File: config.mk
export PLATFORM = sky130hd
export DESIGN_NAME = image_column_streamer
export DESIGN_NICKNAME = d
export VERILOG_FILES = /design/src/rtl/snn_pkg.sv /design/src/rtl/frame_buffer.sv /design/src/rtl/image_column_streamer.sv
export SDC_FILE = /design/constraint.sdc
export NUM_CORES = 1
export LEC_CHECK = 0
export ABC_AREA = 1
export BUFFER_PORTS_ARGS = -buffer_cell sky130_fd_sc_hd__buf_4
export CORE_UTILIZATION = 58
export DETAILED_ROUTE_END_ITERATION = 8
export GPL_TIMING_DRIVEN = 0
export PLACE_DENSITY = 0.8
export SETUP_SLACK_MARGIN = 0.02
export SYNTH_ARGS = -nofsm -noshare
export SYNTH_HDL_FRONTEND = slang
export SYNTH_SLANG_ARGS = --single-unit
File: constraint.sdc
create_clock -name clk -period 4.2 [get_ports clk]
set_input_delay 0.21 -clock clk [delete_from_list [all_inputs] [get_ports clk]]
set_output_delay 0.21 -clock clk [all_outputs]
set_load 0.1 [all_outputs]
File: src/rtl/snn_pkg.sv
// Shared definitions for the spiking-perceptron datapath: default geometry,
// the column-streamer state encoding and small sizing helpers.
package snn_pkg;

    localparam int DEF_WORD_W  = 32;
    localparam int DEF_WIDTH   = 8;
    localparam int DEF_HEIGHT  = 7;
    localparam int DEF_REPEATS = 4;

    typedef enum logic [1:0] {
        ST_LOAD   = 2'd0,
        ST_START  = 2'd1,
        ST_STREAM = 2'd2,
        ST_DONE   = 2'd3
    } stream_state_t;

    // Number of words needed to carry a frame of frame_bits bits.
    function automatic int calc_n_words(input int frame_bits, input int word_w);
        return (frame_bits + word_w - 1) / word_w;
    endfunction

    // Index width that never collapses to zero for single-entry ranges.
    function automatic int idx_width(input int n);
        return (n > 1) ? $clog2(n) : 1;
    endfunction

endpackage

File: src/rtl/frame_buffer.sv
// Frame store: written one word at a time by word index, read one
// HEIGHT-bit pixel column at a time by column index.
module frame_buffer
    import snn_pkg::*;
#(
    parameter int WORD_W  = DEF_WORD_W,
    parameter int WIDTH   = DEF_WIDTH,
    parameter int HEIGHT  = DEF_HEIGHT,
    parameter int N_WORDS = calc_n_words(WIDTH * HEIGHT, WORD_W),
    parameter int WIDX_W  = idx_width(N_WORDS),
    parameter int COL_W   = $clog2(WIDTH)
) (
    input  logic              clk,
    input  logic              rst,
    input  logic              i_wr_en,
    input  logic [WIDX_W-1:0] i_wr_idx,
    input  logic [WORD_W-1:0] i_wr_data,
    input  logic [COL_W-1:0]  i_col_idx,
    output logic [HEIGHT-1:0] o_col
);

    localparam int FRAME_BITS = WIDTH * HEIGHT;

    logic [FRAME_BITS-1:0] r_bits;
    logic [FRAME_BITS-1:0] w_merged [N_WORDS];
    logic [HEIGHT-1:0]     w_cols   [WIDTH];

    for (genvar k = 0; k < N_WORDS; k++) begin : g_word
        localparam int LO = k * WORD_W;
        localparam int HI = (((LO + WORD_W) < FRAME_BITS) ? (LO + WORD_W) : FRAME_BITS) - 1;
        localparam int NB = HI - LO + 1;

        // Candidate buffer contents if word k were written now; data bits that
        // fall beyond the end of the frame are simply not carried over.
        always_comb begin
            w_merged[k]        = r_bits;
            w_merged[k][HI:LO] = i_wr_data[NB-1:0];
        end
    end

    // Commit the selected word into the buffer.
    // NOTE: this storage is cleared on reset, so a bit that was never loaded
    // reads as a known 0 rather than whatever the flops powered up with.
    always_ff @(posedge clk) begin
        if (!rst) begin
            r_bits <= '0;
        end else if (i_wr_en) begin
            r_bits <= w_merged[i_wr_idx];
        end
    end

    for (genvar c = 0; c < WIDTH; c++) begin : g_col
        assign w_cols[c] = r_bits[c*HEIGHT +: HEIGHT];
    end

    assign o_col = w_cols[i_col_idx];

endmodule

File: src/rtl/image_column_streamer.sv
// Buffers a frame delivered as a burst of words, kicks the network with a
// start pulse, then replays the frame column by column REPEATS times, one
// column per network step, and finishes with a done pulse.
module image_column_streamer
    import snn_pkg::*;
#(
    parameter int WORD_W  = DEF_WORD_W,
    parameter int WIDTH   = DEF_WIDTH,
    parameter int HEIGHT  = DEF_HEIGHT,
    parameter int REPEATS = DEF_REPEATS
) (
    input  logic                         clk,
    input  logic                         rst,
    input  logic                         word_valid,
    input  logic [WORD_W-1:0]            word_data,
    output logic                         word_ready,
    input  logic                         abort,
    input  logic                         step,
    output logic                         start_net,
    output logic [HEIGHT-1:0]            pixels,
    output logic [$clog2(WIDTH)-1:0]     col_idx,
    output logic [$clog2(REPEATS+1)-1:0] pass_idx,
    output logic                         busy,
    output logic                         done
);

    localparam int FRAME_BITS = WIDTH * HEIGHT;
    localparam int N_WORDS    = calc_n_words(FRAME_BITS, WORD_W);
    localparam int WIDX_W     = idx_width(N_WORDS);
    localparam int COL_W      = $clog2(WIDTH);
    localparam int PASS_W     = $clog2(REPEATS + 1);

    localparam logic [WIDX_W-1:0] LAST_WORD = WIDX_W'(N_WORDS - 1);
    localparam logic [COL_W-1:0]  LAST_COL  = COL_W'(WIDTH - 1);
    localparam logic [PASS_W-1:0] LAST_PASS = PASS_W'(REPEATS - 1);

    stream_state_t     r_state,    w_state_nxt;
    logic [WIDX_W-1:0] r_word_cnt, w_word_cnt_nxt;
    logic [COL_W-1:0]  r_col,      w_col_nxt;
    logic [PASS_W-1:0] r_pass,     w_pass_nxt;
    logic              w_wr_en;
    logic              w_busy;
    logic [HEIGHT-1:0] w_col_data;

    // State and counter registers.
    // NOTE: sequential state uses non-blocking assignments so every register
    // samples the pre-edge values, regardless of statement order.
    always_ff @(posedge clk) begin
        if (!rst) begin
            r_state    <= ST_LOAD;
            r_word_cnt <= '0;
            r_col      <= '0;
            r_pass     <= '0;
        end else begin
            r_state    <= w_state_nxt;
            r_word_cnt <= w_word_cnt_nxt;
            r_col      <= w_col_nxt;
            r_pass     <= w_pass_nxt;
        end
    end

    // Next-state, counter and buffer-write decisions; abort overrides all.
    // NOTE: every signal driven here gets a default first, so no branch can
    // leave one unassigned and infer a latch.
    always_comb begin
        w_state_nxt    = r_state;
        w_word_cnt_nxt = r_word_cnt;
        w_col_nxt      = r_col;
        w_pass_nxt     = r_pass;
        w_wr_en        = 1'b0;

        unique case (r_state)
            ST_LOAD: begin
                if (word_valid) begin
                    w_wr_en = 1'b1;
                    if (r_word_cnt == LAST_WORD) begin
                        w_state_nxt    = ST_START;
                        w_word_cnt_nxt = '0;
                    end else begin
                        w_word_cnt_nxt = r_word_cnt + 1'b1;
                    end
                end
            end
            ST_START: begin
                // The network is being reset this cycle; a step here is stale.
                w_state_nxt = ST_STREAM;
            end
            ST_STREAM: begin
                if (step) begin
                    if (r_col != LAST_COL) begin
                        w_col_nxt = r_col + 1'b1;
                    end else if (r_pass != LAST_PASS) begin
                        w_col_nxt  = '0;
                        w_pass_nxt = r_pass + 1'b1;
                    end else begin
                        w_state_nxt = ST_DONE;
                    end
                end
            end
            ST_DONE: begin
                w_state_nxt    = ST_LOAD;
                w_word_cnt_nxt = '0;
                w_col_nxt      = '0;
                w_pass_nxt     = '0;
            end
            default: begin
                w_state_nxt = ST_LOAD;
            end
        endcase

        if (abort) begin
            w_state_nxt    = ST_LOAD;
            w_word_cnt_nxt = '0;
            w_col_nxt      = '0;
            w_pass_nxt     = '0;
            w_wr_en        = 1'b0;
        end
    end

    frame_buffer #(
        .WORD_W  (WORD_W),
        .WIDTH   (WIDTH),
        .HEIGHT  (HEIGHT),
        .N_WORDS (N_WORDS),
        .WIDX_W  (WIDX_W),
        .COL_W   (COL_W)
    ) u_frame_buffer (
        .clk       (clk),
        .rst       (rst),
        .i_wr_en   (w_wr_en),
        .i_wr_idx  (r_word_cnt),
        .i_wr_data (word_data),
        .i_col_idx (r_col),
        .o_col     (w_col_data)
    );

    // Outputs are pure decodes of registered state, counters and buffer
    // contents, so nothing ripples from the inputs straight to the outputs.
    assign w_busy     = (r_state == ST_START) || (r_state == ST_STREAM);
    assign word_ready = (r_state == ST_LOAD);
    assign start_net  = (r_state == ST_START);
    assign done       = (r_state == ST_DONE);
    assign busy       = w_busy;
    assign pixels     = w_busy ? w_col_data : '0;
    assign col_idx    = r_col;
    assign pass_idx   = r_pass;

endmodule
==> impl_metrics.py <==
metrics = {
    "outcome": {
        "status": "finished clean",
    },
    "pwr": {
        "power_density_nw_per_um2": 346,
        "p_total_w": 0.00132,
        "seq_power_share": 0.498,
        "power.internal_w": 0.000967,
        "p_comb_frac": 0.136,
        "peakVddDrop_v": 0.000231,
        "leakagePower_nw": 1.67,
        "p_switching_w": 0.000356,
        "switching_share": 0.269,
        "clkPwrFrac": 0.366,
    },
    "sta": {
        "finalClockSkew_ps": 8.03,
        "max_freq_ghz": 0.461,
        "hold_viol": 0,
        "worst_slew_pin_slew_ps": 549,
        "finalSetupViolations": 0,
        "report.final.slew_viol_count": 0,
        "relSlewSlack": 0.632,
        "timing.setup.tns_ps": 0,
        "setup_ws_ps": 2030,
        "period_share": 0.517,
        "period_needed_ps": 2170,
        "grt_setup_unrepaired": "false",
    },
    "setup_path": {
        "critPathKind": "register to output port",
        "cp_common_cell": "nand3_1",
        "critPathMaxStageDelay_ps": 370,
        "cp-end-kind": "output port",
        "reg2regPathDepth": 8,
        "crit_path_max_fanout": 10,
        "worstPathRequired_ps": 3990,
        "crit_path_start_kind": "register",
        "worstPathCellList": "clkbuf_2 > buf_2 > nand3_1 > nand3_1 > nand2_1 > nor2_1 > buf_4",
        "critPathSlowestCell": "dfxtp_1",
        "worstPathArrival_ps": 1960,
    },
    "global_routing": {
        "grt_overflow": 0,
        "grt_util_all_layers": 0.327,
        "antenna_found_initial": 0,
        "grt_pass1_vias": 3081,
        "grt_max_degree": 11,
        "grt_first_pass_wirelength_um": 14200,
    },
    "logic_synthesis": {
        "ys_seq_elements": 65,
        "avgSynthCellArea_um2": 6.68,
        "synthArstFlopShare": 0,
        "ys_types": 20,
        "syn_nets": 521,
        "syn_inst": 475,
        "seq_area_frac_synth": 0.410,
        "synth_top_cell_area_share": 0.410,
        "synth.area.top_cells": "dfxtp_1, nand2_1, nor2_1, a21oi_1, o21ai_0",
        "synth_warnings": 0,
        "syn-cell-area_um2": 3170,
        "synth-edff-count": 0,
        "synth_area_leader_cell": "dfxtp_1",
        "synth_flop_cell": "dfxtp_1",
    },
    "layout": {
        "diodes": 0,
        "fillers": 454,
        "multi_input_area_um2": 1490,
        "layout_common_cells": "nor2_1, nand2_1, dfxtp_1",
        "post_route_cells_drive_above_1_share": 0.172,
        "seqCellArea_um2": 1300,
        "finalCoreUtilization": 0.740,
        "syn2layout_area_growth_pct": 20.6,
        "nNetsFinal": 585,
    },
    "placed_design": {
        "post-place-ws_ps": 2420,
        "finalWeightedCongestion": 0.918,
        "place_hpwl_um": 6690,
        "port-buffer-count": 53,
    },
    "detailed_routing": {
        "via_per_inst": 5.46,
        "drt_iter0_drc": 235,
        "ant_nets": 0,
        "routedWlPerCell_um": 15.0,
        "first_pass_iters": 5,
        "wirelength_um": 9170,
        "vias": 3336,
        "drc": 0,
    },
    "clock_tree": {
        "clk_pin_slew_worst_paths_ps": 70,
        "numClockSinks": 65,
        "cts-root-buf": "clkbuf_8",
        "htreeDepth": 3,
        "postCtsSetupBuffers": 0,
        "cts_hold_buf": 0,
        "cts_tree": "built",
        "clk_latency_ps": 360,
        "post_cts_resized": 0,
        "cts.path.max_buffers": 2,
        "cts_buffers": 9,
    },
    "die": {
        "die_area_um2": 5770,
        "die_w_um": 76.0,
        "coreArea_um2": 5170,
        "num_rows": 26,
        "ioPinCount": 54,
        "dieHeight_um": 76.0,
        "start_util": 0.613,
    },
    "worst_hold_path": {
        "hold_path.class": "primary input to register",
        "hold_depth": 3,
    },
    "job": {
        "drv_cap": 0,
    },
}
-- metal layers --
layer  GRT usage  wire (um)  vias up
met1       0.380       3810     1552
met5           0          0        -
met3      0.0699        622       27
met2       0.558       4430      138
met4       0.187        307        0
li1            -          -     1619
-- critical path: cells and delay by family, from the launching register on --
kind          cells  cell delay [ps]
buf+inv           3              780
simple gates      4              430
flops             1              370
-- cell families (layout without fill, tap and decap cells) --
family,Yosys count,count (layout),synth area share
AOI/OAI and AO/OA,109,109,0.173
adders and majority gates,9,9,0.0355
buffers and inverters,86,152,0.121
DFF,65,65,0.410
and+or+nand+nor,206,206,0.260
-- final timing paths --
path	start	to	slack, ps
setup reg to reg	r_state[0]	u_frame_buffer.r_bits[43]	2470
hold / removal	word_data[29]	u_frame_buffer.r_bits[29]	120
hold reg to reg	u_frame_buffer.r_bits[52]	u_frame_buffer.r_bits[52]	450
setup / recovery	col_idx[1]	pixels[0]	2030
-- sequential cells by signal, summed over array words and instances (netlist names) --
name and cells:
r_word_cnt 1, col_idx 3, r_state 2, u_frame_buffer.r_bits 56
pass_idx 3
-- layout make-up --
class,instances,share of cell area
Inverter,58,0.0569
Buffer,28,0.0438
Multi-Input combinational cell,324,0.388
Sequential cell,65,0.340
Timing Repair Buffer,53,0.104
Tap cell,70,0.0229
Clock buffer,13,0.0441
-- stage by stage --
stage | cells | hold slack (ps) | instance area, um2
finish | 611 | 116 | 3830
detailed placement | 598 | 442 | 3660
global route | 611 | 118 | 3830
floorplan | 475 | 359 | 3170
CTS | 611 | 116 | 3830
global placement | 598 | 438 | 3660
-- synthesized netlist by cell type (2+ instances only) --
library cell and count:
inv_1 56, buf_4 2, ha_1 9, inv_2 2, nand2_2 3, clkbuf_1 7
buf_2 10, dfxtp_1 65, clkbuf_2 4, nor2_1 87, o21ai_1 12, a21oi_1 48
o21ai_0 48, nand2_1 87, buf_6 5, nand3_1 26
-- power groups by stage --
stage | clock (W) | sequential [W] | combinational [W]
2_1_floorplan | 0 | 0.000670 | 0.000114
3_3_place_gp | 0 | 0.000671 | 0.000172
3_5_place_dp | 0 | 0.000672 | 0.000176
4_1_cts | 0.000483 | 0.000659 | 0.000178
5_1_grt | 0.000506 | 0.000661 | 0.000198
6_report | 0.000484 | 0.000659 | 0.000180
Power figures use the tool's default switching activity.
